===== config.mk =====
export PLATFORM = sky130hd
export DESIGN_NAME = lfsr_prpg
export DESIGN_NICKNAME = d
export VERILOG_FILES = /design/src/rtl/lfsr_prpg.sv
export SDC_FILE = /design/constraint.sdc
export NUM_CORES = 1
export LEC_CHECK = 0
export CAP_MARGIN = 10
export CORE_MARGIN = 10
export CORE_UTILIZATION = 45
export CTS_CLUSTER_DIAMETER = 80
export DETAILED_ROUTE_END_ITERATION = 10
export HOLD_SLACK_MARGIN = 0.15
export PLACE_DENSITY_LB_ADDON = 0.08
export SLEW_MARGIN = 25
export SYNTH_ARGS = -nofsm -noshare
export SYNTH_HDL_FRONTEND = slang
export SYNTH_SLANG_ARGS = --single-unit

===== constraint.sdc =====
create_clock -name clk -period 2.05 [get_ports clk]
set_input_delay 0.41 -clock clk [delete_from_list [all_inputs] [get_ports clk]]
set_output_delay 0.41 -clock clk [all_outputs]
set_load 0.05 [all_outputs]

===== src/rtl/lfsr_prpg.sv =====
// BIST pattern generator / signature register: ring rotate, Fibonacci LFSR,
// MISR compaction and serial scan shift over one WIDTH-bit register.
module lfsr_prpg #(
  parameter int unsigned WIDTH   = 8,
  parameter logic [31:0] TAPS    = 32'h0000_00B8,
  parameter logic [31:0] SEED    = 32'h0000_0001,
  parameter int unsigned NUM_PAT = 255
) (
  input  logic             clk,
  input  logic             reset,
  input  logic             enb,
  input  logic             load,
  input  logic [WIDTH-1:0] seed_in,
  input  logic [1:0]       mode,
  input  logic [WIDTH-1:0] data_in,
  input  logic             scan_in,
  output logic [WIDTH-1:0] out,
  output logic             scan_out,
  output logic             done,
  output logic             lockup
);

  localparam int unsigned      CW       = $clog2(NUM_PAT + 1);
  localparam logic [WIDTH-1:0] TAPS_W   = TAPS[WIDTH-1:0];
  localparam logic [WIDTH-1:0] SEED_W   = SEED[WIDTH-1:0];
  localparam logic [CW-1:0]    LAST_CNT = CW'(NUM_PAT - 1);
  localparam logic [CW-1:0]    CNT_ONE  = CW'(1);
  localparam logic [WIDTH-1:0] ALL_ZERO = {WIDTH{1'b0}};

  typedef enum logic [1:0] {
    MODE_RING = 2'b00,
    MODE_LFSR = 2'b01,
    MODE_MISR = 2'b10,
    MODE_SCAN = 2'b11
  } mode_e;

  // XOR-reduction of the tapped state bits.
  function automatic logic feedback(input logic [WIDTH-1:0] state);
    return ^(state & TAPS_W);
  endfunction

  function automatic logic [WIDTH-1:0] shift_in(input logic [WIDTH-1:0] state,
                                               input logic             bit_in);
    return {state[WIDTH-2:0], bit_in};
  endfunction

  logic [WIDTH-1:0] out_q, out_d;
  logic [CW-1:0]    cnt_q, cnt_d;
  logic             done_q, done_d;
  logic             lockup_q, lockup_d;
  mode_e            mode_s;

  assign mode_s = mode_e'(mode);

  // Next-state: load beats advance; advancing stops once the pattern budget is spent.
  always_comb begin
    out_d    = out_q;
    cnt_d    = cnt_q;
    done_d   = done_q;
    lockup_d = 1'b0;
    if (load) begin
      out_d  = seed_in;
      cnt_d  = {CW{1'b0}};
      done_d = 1'b0;
    end else if (enb && !done_q) begin
      cnt_d  = cnt_q + CNT_ONE;
      done_d = (cnt_q == LAST_CNT);
      case (mode_s)
        MODE_RING: out_d = shift_in(out_q, out_q[WIDTH-1]);
        MODE_LFSR: begin
          // The all-zero state is a fixed point of the LFSR, so re-seed it.
          if (out_q == ALL_ZERO) begin
            out_d    = SEED_W;
            lockup_d = 1'b1;
          end else begin
            out_d    = shift_in(out_q, feedback(out_q));
          end
        end
        MODE_MISR: out_d = shift_in(out_q, feedback(out_q)) ^ data_in;
        MODE_SCAN: out_d = shift_in(out_q, scan_in);
        default:   out_d = out_q;
      endcase
    end else begin
      out_d = out_q;
    end
  end

  // State register with synchronous active-low reset.
  always_ff @(posedge clk) begin
    if (!reset) begin
      out_q    <= SEED_W;
      cnt_q    <= {CW{1'b0}};
      done_q   <= 1'b0;
      lockup_q <= 1'b0;
    end else begin
      out_q    <= out_d;
      cnt_q    <= cnt_d;
      done_q   <= done_d;
      lockup_q <= lockup_d;
    end
  end

  assign out      = out_q;
  assign scan_out = out_q[WIDTH-1];
  assign done     = done_q;
  assign lockup   = lockup_q;

endmodule


==> summary.md <==
| Metric | Value |
|---|---|
| Outcome | `completed` |
| Clk root buf | `clkbuf_4` |
| Area Growth Syn to Fin | `40.1%` |
| Worst Skew | `0.00974 ns` |
| Final ANT Viol Nets | `0` |
| Detailed Place HPWL | `2340 um` |
| Die area | `4670 sq um` |
| Mapped cell area | `1050 sq um` |
| Layout cells sized above 1 | `8.07%` |
| Data required, critical path | `1.64 ns` |
| Final Critical Period | `1.99 ns` |
| Total grt overflow | `0` |
| Core Util, Final | `66.6%` |
| Hold endpoint | `cnt_q[0]$_SDFFE_PP0P_` |
| Most frequent cells after synthesis | `dfxtp_1, nor2_1, nand2_1` |
| Post-CTS Setup Inserts | `0` |
| Placer Congestion | `0.821` |
| Max Cap Viol | `0` |
| TritonCTS clock tree | `built` |
| Fmax | `0.503 GHz` |
| PD cells | `583 nW/um^2` |
| CP max-delay cell | `clkdlybuf4s50_1` |
| Post-detailed-route wirelength per cell | `15.9 um` |
| Post-Route WL | `3010 um` |
| Worst Tran Pin Value | `0.509 ns` |
| CTS buffer count | `3` |
| First-pass GRT wire length | `4820 um` |
| Via count | `1,034` |
| Delay-heaviest family, CP | `buffers and inverters` |
| Top-count cell post-synth | `dfxtp_1` |
| Worst setup EP type | `output pin` |
| Die H | `68.3 um` |
| FF-to-FF Start | `out[4]$_SDFFE_PN0P_` |
| Yosys cell types | `38` |
| Post-Syn Nets | `151` |
| Cts repair resizes | `0` |
| Initial antenna violation count | `0` |
| CP Max Fanout | `5` |
| Flop2flop setup slack | `0.31 ns` |
| Die Wd | `68.3 um` |
| CTS max path bufs | `2` |
| Initial Util | `47.5%` |
| Top cell type by total area after synthesis | `dfxtp_1` |
| Worst relative slew slack | `65.9%` |
| Fillers | `209` |
| Met3 WL post-DR | `277 um` |
| Core Rows | `17` |
| Hold WC Path Type | `flop to flop` |
| Setup CP Type | `flop to output pin` |
| Warnings from Yosys | `0` |
| Layout Nets | `188` |
| Leak | `0.604 nW` |
| Synth Register Bits | `18` |
| Crit-path max cell delay | `0.84 ns` |
| Top post-synthesis cells by area | `dfxtp_1, xnor2_1, xor2_1, nand3b_1, nor2_1` |
| Final number of setup-violating endpoints | `0` |
| Final Max Slew Viols | `0` |
| EDFF count, synth | `0` |
| Vias in the first global route | `1,019` |
| N_diodes | `0` |
| Final Hold Fails | `0` |
| Worst-case reg-to-reg path depth | `6` |
| Cells after synthesis | `125` |
| Syn_area_per_cell | `8.41 sq um` |
| Met2 routed WL | `1350 um` |
| Setup TNS | `0 ns` |
| Latest clock arrival within the worst-skew pair | `0.32 ns` |
| Crit path cell chain | `clkdlybuf4s50_1` |
| Wl on met1 | `1350 um` |
| Hold path startpoint | `cnt_q[0]$_SDFFE_PP0P_` |
| Largest net degree at the start of global routing | `16` |
| Period Utilization, post-route | `97.0%` |
| Worst-path clk slew | `0.12 ns` |
| Core footprint | `2210 sq um` |
| Worst vdd ir | `0.422 mV` |
| Via/cell ratio | `5.47` |
| Register area share after synthesis | `34.3%` |
| Most common flop cell mapped by yosys | `dfxtp_1` |
| Initial DRC Count | `85` |
| CP Launch Type | `flop` |
| Worst path buffer plus inverter count | `1` |
| I/O Buffers | `33` |
| Worst Path Arrival | `1.58 ns` |
| Residual DRC count | `0` |
| CTS HTree Levels | `1` |
| DR pass1 iterations | `4` |
| Hold Path Depth | `2` |
| RSZ-0062 raised after global routing | `no` |
| Clock tree sinks | `18` |
| Asr flop ratio synth | `0%` |
| GRT Overall Usage | `13.7%` |
| Hold Buf Count CTS | `0` |
| Reg2reg end | `out[0]$_SDFFE_PN1P_` |
| Top Metal Used | `met4` |
| Top-area cell type share of the netlist area | `34.3%` |
| Io pins | `34` |
[worst max-delay path by stage]
stage	from	endpoint	slack [ns]	depth (start not counted)
final	out[7]$_SDFFE_PN0P_	out[7]	0.06	1
after global routing	out[1]$_SDFFE_PN0P_	out[1]	0.0003	1
after CTS	out[2]$_SDFFE_PN0P_	out[2]	0.03	1
after detailed placement	mode[0]	out[0]$_SDFFE_PN1P_	0.15	5
after global placement	mode[0]	out[0]$_SDFFE_PN1P_	0.19	5
after floorplan	out[4]$_SDFFE_PN0P_	out[0]$_SDFFE_PN1P_	0.05	6
[where the power goes]
part	internal [W]	leakage (nW)	switching, W
registers	0.000364	0.147	0.0000167
clock network	0.000109	0.0210	0.000129
logic	0.000115	0.436	0.000126
[cell usage in the layout (no fill, tap or decap), drive strengths merged, types with 2 or more instances in the layout]
master	instances
clkbuf	4
mux2i	3
dlymetal6s2s	4
dfxtp	18
nor2	11
and2	3
a2111oi	2
a21oi	6
o21ai	6
xnor2	8
nand3b	6
xor2	6
a211oi	3
nand2	9
clkdlybuf4s50	28
inv	5
nand2b	3
ha	3
nor4	2
buf	7
nand4	2
nand3	7
[layer usage]
layer  track usage [%]  vias up
met3              7.34        6
met4              3.77        0
met1              16.3      485
met5                 0        -
met2              20.8       29
li1                  -      514
[sequential cells by signal, summed over array words and instances, names as in the netlist]
name	cells
cnt_q	8
done	1
lockup	1
out	8
[stage by stage]
stage | hold WS (ns) | area (sq um) | power (W) | worst slack, ns | std cells
after floorplan | 0.458 | 1050 | 0.000530 | 0.0540 | 125
after global placement | 0.471 | 1430 | 0.000625 | 0.192 | 185
after detailed placement | 0.481 | 1430 | 0.000630 | 0.145 | 185
after CTS | 0.497 | 1460 | 0.000864 | 0.0315 | 189
after global routing | 0.527 | 1470 | 0.000905 | 0.000319 | 189
final | 0.494 | 1470 | 0.000859 | 0.0608 | 189
[kinds of logic after synthesis]
kind of cell | Yosys count | share of synthesized area (%)
adder cells (fa/ha/maj) | 3 | 3.57
AND/OR/NAND/NOR | 50 | 26.8
multiplexers | 3 | 2.86
XOR/XNOR | 14 | 11.7
AO/OA/AOI/OAI | 25 | 16.0
flip-flops | 18 | 34.3
buffers and inverters | 12 | 4.88
[final cells by class]
cell class                      instances  area [sq um]  area share, %
Clock buffer                            4          36.3           2.46
Inverter                                5          18.8           1.27
Timing Repair Buffer                   39           383           26.0
Tap cell                               28          35.0           2.38
Multi-Input combinational cell         95           639           43.4
Sequential cell                        18           360           24.5
No activity file was read; power rests on OpenSTA's default activity.
